## src/rtl/frame_history_writer.sv

```systemverilog
// Read-modify-write producer for the 9-bit, three-frame history buffer.
// Build option FHW_FIRST_FILL_EN: first frame after reset fills all chunks.
module frame_history_writer #(
  parameter int H_RES  = 640,
  parameter int V_RES  = 480,
  parameter int ADDR_W = 19,
  parameter int RD_LAT = 1
) (
  input  logic              clk,
  input  logic              reset_n,
  input  logic              pix_valid,
  output logic              pix_ready,
  input  logic [2:0]        pix_data,
  input  logic              pix_sof,
  output logic [ADDR_W-1:0] mem_addr,
  output logic              mem_rd_en,
  input  logic [8:0]        mem_rdata,
  output logic              mem_wr_en,
  output logic [8:0]        mem_wdata,
  output logic [1:0]        frame_chunk_counter,
  output logic              frame_done,
  output logic              frame_drop
);

  localparam logic [ADDR_W-1:0] LAST_ADDR =
    ADDR_W'(H_RES * V_RES - 1);
  localparam logic [1:0] WAIT_LAST = 2'(RD_LAT - 1);

  localparam logic [1:0] IDLE  = 2'd0;
  localparam logic [1:0] READ  = 2'd1;
  localparam logic [1:0] WAIT  = 2'd2;
  localparam logic [1:0] WRITE = 2'd3;

  logic [1:0]        state;
  logic [1:0]        wait_cnt;
  logic [1:0]        wr_chunk;
  logic [2:0]        lat_pix;
  logic [ADDR_W-1:0] pix_addr;
  logic [ADDR_W-1:0] lat_addr;
  logic [ADDR_W-1:0] acc_addr;
  logic              accept;
`ifdef FHW_FIRST_FILL_EN
  logic              first_fill;
`endif

  assign accept   = (state == IDLE) && pix_ready && pix_valid;
  assign acc_addr = pix_sof ? '0 : pix_addr;

  // Chunk 0 is the top three bits, chunk 2 the bottom three.
  function automatic logic [8:0] merge(
    input logic [8:0] word,
    input logic [1:0] chunk,
    input logic [2:0] pix
  );
    logic [8:0] r;
    r = word;
    case (chunk)
      2'd0:    r[8:6] = pix;
      2'd1:    r[5:3] = pix;
      default: r[2:0] = pix;
    endcase
    return r;
  endfunction

  always_ff @(posedge clk or negedge reset_n) begin
    if (!reset_n) begin
      state               <= IDLE;
      wait_cnt            <= '0;
      wr_chunk            <= '0;
      lat_pix             <= '0;
      pix_addr            <= '0;
      lat_addr            <= '0;
      pix_ready           <= 1'b0;
      mem_addr            <= '0;
      mem_rd_en           <= 1'b0;
      mem_wr_en           <= 1'b0;
      mem_wdata           <= '0;
      frame_chunk_counter <= '0;
      frame_done          <= 1'b0;
      frame_drop          <= 1'b0;
`ifdef FHW_FIRST_FILL_EN
      first_fill          <= 1'b1;
`endif
    end else begin
      frame_done <= 1'b0;
      frame_drop <= 1'b0;
      unique case (state)
        IDLE: begin
          if (accept) begin
            lat_pix    <= pix_data;
            lat_addr   <= acc_addr;
            mem_addr   <= acc_addr;
            pix_ready  <= 1'b0;
            frame_drop <= pix_sof && (pix_addr != '0);
`ifdef FHW_FIRST_FILL_EN
            if (first_fill) begin
              state     <= WRITE;
              mem_wr_en <= 1'b1;
              mem_wdata <= {3{pix_data}};
            end else begin
              state     <= READ;
              mem_rd_en <= 1'b1;
            end
`else
            state     <= READ;
            mem_rd_en <= 1'b1;
`endif
          end else begin
            pix_ready <= 1'b1;
          end
        end
        READ: begin
          mem_rd_en <= 1'b0;
          wait_cnt  <= '0;
          state     <= WAIT;
        end
        WAIT: begin
          if (wait_cnt == WAIT_LAST) begin
            state     <= WRITE;
            mem_wr_en <= 1'b1;
            mem_wdata <= merge(mem_rdata, wr_chunk, lat_pix);
          end else begin
            wait_cnt <= wait_cnt + 2'd1;
          end
        end
        WRITE: begin
          mem_wr_en <= 1'b0;
          pix_ready <= 1'b1;
          state     <= IDLE;
          if (lat_addr == LAST_ADDR) begin
            pix_addr            <= '0;
            frame_chunk_counter <= wr_chunk;
            wr_chunk   <= (wr_chunk == 2'd2) ? 2'd0 : wr_chunk + 2'd1;
            frame_done <= 1'b1;
`ifdef FHW_FIRST_FILL_EN
            first_fill <= 1'b0;
`endif
          end else begin
            pix_addr <= lat_addr + 1'b1;
          end
        end
      endcase
    end
  end

endmodule

```

## config.mk

```make
export PLATFORM = sky130hd
export DESIGN_NAME = frame_history_writer
export DESIGN_NICKNAME = d
export VERILOG_FILES = /design/src/rtl/frame_history_writer.sv
export SDC_FILE = /design/constraint.sdc
export NUM_CORES = 1
export LEC_CHECK = 0
export CAP_MARGIN = 5
export CORE_ASPECT_RATIO = 1.1
export CORE_MARGIN = 2
export CORE_UTILIZATION = 53
export CTS_CLUSTER_DIAMETER = 200
export DETAILED_ROUTE_END_ITERATION = 16
export GPL_TIMING_DRIVEN = 0
export PLACE_DENSITY = 0.83
export REMOVE_ABC_BUFFERS = 1
export SETUP_SLACK_MARGIN = 0.5
export SLEW_MARGIN = 20
export SYNTH_ARGS = -nofsm -noshare
export SYNTH_HDL_FRONTEND = slang
export SYNTH_SLANG_ARGS = --single-unit
```

## constraint.sdc

```tcl
create_clock -name clk -period 2.97 [get_ports clk]
set_clock_uncertainty 0.15 [all_clocks]
set_input_delay 0.594 -clock clk [delete_from_list [all_inputs] [get_ports clk]]
set_output_delay 0.594 -clock clk [all_outputs]
set_load 0.03 [all_outputs]
```

==> run_results.csv <==
group,metric,value,unit
run_status,status,"finished clean",
critical_path,cp.arrival,1.58,ns
drt,firstDrtPassIters,4,
global_routing,grt-ovfl-total,0,
floorplan,die_y,83.78,um
power_and_ir_drop,power.share.switching,39.37,%
drt,wl_met3,224,um
synth,synth_top_area_share,51.41,%
power_and_ir_drop,p_leak,1.585,nW
global_routing,grt_pass1_wl,11480,um
synth,synth_top_area_cell,"dfrtp_1",
power_and_ir_drop,switchingPower,1.456,mW
drt,ant_nets,0,
drt,viasPerCell,5.481,
critical_path,slowest_delay,0.73,ns
finish,area_growth_syn_to_layout,26.44,%
critical_path,crit_slowest_cell,"clkdlybuf4s50_1",
synth,ys_ff_latch,63,
flow_run,maxCapViolations,0,
clock_network,insertion_delay,0.34,ns
global_routing,grt_max_degree,55,
synth,synth_area,0.003067,mm^2
critical_path,worst-endpoint-required,2.23,ns
global_routing,grt_pass1_vias,2396,
power_and_ir_drop,combPwrFrac,39.1,%
clock_network,post_cts_buffers,0,
clock_network,numCtsBuffers,9,
placed_design,hpwl,4515,um
drt,wl,6710,um
synth,synthTopCellsByCount,"dfrtp_1, nand2_1, nor2_1",
timing,fin_crit,2.319,ns
placed_design,place_worst_setup_slack,0.3213,ns
finish,n_antenna_cell,0,
critical_path,path_cells,"clkdlybuf4s50_1",
timing,hold_viol,0,
power_and_ir_drop,clkPwrFrac,22.6,%
timing,worst_pin_slew,0.6664,ns
worst_hold_path,hold_path_class,"register to register",
synth,synth_most_common_cell,"dfrtp_1",
finish,fin_nets,384,
global_routing,antenna_found_initial,0,
critical_path,worst-path-max-fanout,9,
finish,drive_gt1_share,8.470,%
drt,drc,0,
synth,ys_warn_count,0,
timing,maxSlewViolCount,0,
floorplan,start_util,53.83,%
synth,synth_edf_count,0,
placed_design,place_congestion,0.8108,
drt,top_layer_used,"met4",
clock_network,htree_levels,3,
finish,final_util,68.07,%
global_routing,grt.total_usage,22.85,%
power_and_ir_drop,p_int,2.243,mW
synth,synth-main-ff-cell,"dfrtp_1",
drt,drt-met1-wl,2978,um
timing,rsz0062_at_grt,"false",
synth,async_reset_ff_share,100.0,%
placed_design,io_buffers,50,
critical_path,path_class,"register to primary output",
synth,syn_avg_cell_area,9.736,um^2
power_and_ir_drop,vdd_ir_drop_max,669.6,uV
timing,setup_ws,0.6509,ns
critical_path,critical_path.top_delay_family,"buffers and inverters",
synth,netlist_instances,315,
timing,slew_headroom,55.43,%
floorplan,die_area,0.006411,mm^2
drt,wl_per_cell,15.15,um
timing,fmax,431.2,MHz
synth,synthTopCellsByArea,"dfrtp_1, nand2_1, xnor2_1, nor2_1, ha_1",
critical_path,critPathLaunchType,"register",
clock_network,cts_tree,"done",
critical_path,worst_setup_path_end_kind,"primary output",
clock_network,clockBufferDepth,2,
power_and_ir_drop,seq_power_share,38.3,%
power_and_ir_drop,pwr_density_cell,954.0,mW/mm^2
drt,met2_length,3396,um
floorplan,core,0.005697,mm^2
synth,seq_area_frac_synth,51.41,%
floorplan,die_w,76.53,um
drt,drt_iter0_drc,208,
clock_network,cts_sinks,63,
timing,timing.final.crit_share,78.09,%
drt,vias,2428,
finish,nFillCells,447,
floorplan,io_pins,51,
floorplan,rows,29,
timing,finalSetupViolCount,0,
critical_path,critical_path_buf_inv_count,1,
synth,ys_types,41,
clock_network,path_clk_slew,0.07,ns
clock_network,root_buffer,"clkbuf_8",
cell usage in the layout (no fill, tap or decap), types with 4 or more instances in the layout:
cell,netlist,routed
clkbuf_8,0,11
a21oi_1,16,16
mux2_1,4,4
nand3_1,7,6
mux2_2,5,5
nor4_1,9,9
mux2i_1,7,7
dfrtp_1,63,63
nor2_1,26,26
xnor2_1,14,14
nand2_1,37,37
ha_1,7,6
a31oi_1,5,5
nand2b_1,14,14
nand4_1,7,7
clkdlybuf4s50_1,0,49
nor3_1,6,5
o21ai_0,14,14
o31ai_1,9,9
inv_1,17,17
o22ai_1,7,7
layer usage:
metal / up-vias / GRT usage, %
li1: 1183 / -
met1: 1178 / 30.24
met2: 56 / 36.77
met3: 11 / 4.004
met4: 0 / 10.74
met5: - / 0
per-stage QoR:
step | total power, mW | hold WS, ns | instance area, um^2 | cells | TNS (ns)
2_1_floorplan | 2.296 | 0.1484 | 3002 | 298 | 0
4_1_cts | 3.722 | 0.3541 | 3865 | 443 | 0
6_report | 3.699 | 0.3456 | 3877 | 443 | 0
3_3_place_gp | 2.803 | 0.3259 | 3598 | 425 | -55.05
5_1_grt | 3.941 | 0.3904 | 3877 | 443 | 0
3_5_place_dp | 2.867 | 0.2966 | 3631 | 426 | 0
registers in the layout, summed over array words and instances (netlist names):
register and flops:
lat_addr 19, pix_addr 19, mem_wdata 9, lat_pix 3, frame_chunk_counter 2, state 2
wait_cnt 2, wr_chunk 2, frame_done 1, frame_drop 1, mem_rd_en 1, mem_wr_en 1
pix_ready 1
cell type report:
| type | instances | area, um^2 | share of cell area (%) |
|---|---|---|---|
| Inverter | 18 | 67.56 | 1.742 |
| Clock buffer | 13 | 158.9 | 4.098 |
| Clock inverter | 3 | 65.06 | 1.678 |
| Multi-Input combinational cell | 217 | 1378 | 35.53 |
| Sequential cell | 63 | 1577 | 40.66 |
| Timing Repair Buffer | 52 | 535.5 | 13.81 |
| Tap cell | 77 | 96.34 | 2.485 |
logic make-up (layout without fill, tap and decap cells):
family,after synthesis,in the layout,share of synthesized area (%)
simple gates,119,119,19.58
flops,63,63,51.41
compound gates,59,59,11.67
buf+inv,35,86,4.325
xor+xnor,16,16,4.570
mux,16,16,5.589
fa+ha+maj,7,7,2.856
power groups by stage:
stage	Combinational, mW	Clock, mW	Sequential, mW
after global routing	1.59	0.893	1.46
after floorplan	0.631	0	1.67
final	1.45	0.835	1.42
after global placement	1.39	0	1.41
after detailed placement	1.44	0	1.43
after CTS	1.46	0.854	1.41
worst paths after layout:
path                       cells after the start  slack, ns                    from                     end
min in group asynchronous                      2       0.49                 reset_n            mem_wdata[2]
hold / removal                                 1       0.35  frame_chunk_counter[1]  frame_chunk_counter[1]
setup reg to reg                               6       0.68             lat_addr[0]             wr_chunk[1]
setup / recovery                               1       0.65            lat_addr[15]            mem_addr[15]
hold reg to reg                                1       0.35  frame_chunk_counter[1]  frame_chunk_counter[1]
max in group asynchronous                      3       1.69                 reset_n             pix_addr[5]
what timing repair did:
| action | 4_1_cts | 5_1_grt |
|---|---|---|
| resized for setup | 0 | 2 |
| hold buffers | 1 | 0 |
| endpoints found under the hold margin | 9 | 0 |
| setup endpoints to repair | 0 | 5 |
Power figures use the tool's default switching activity.
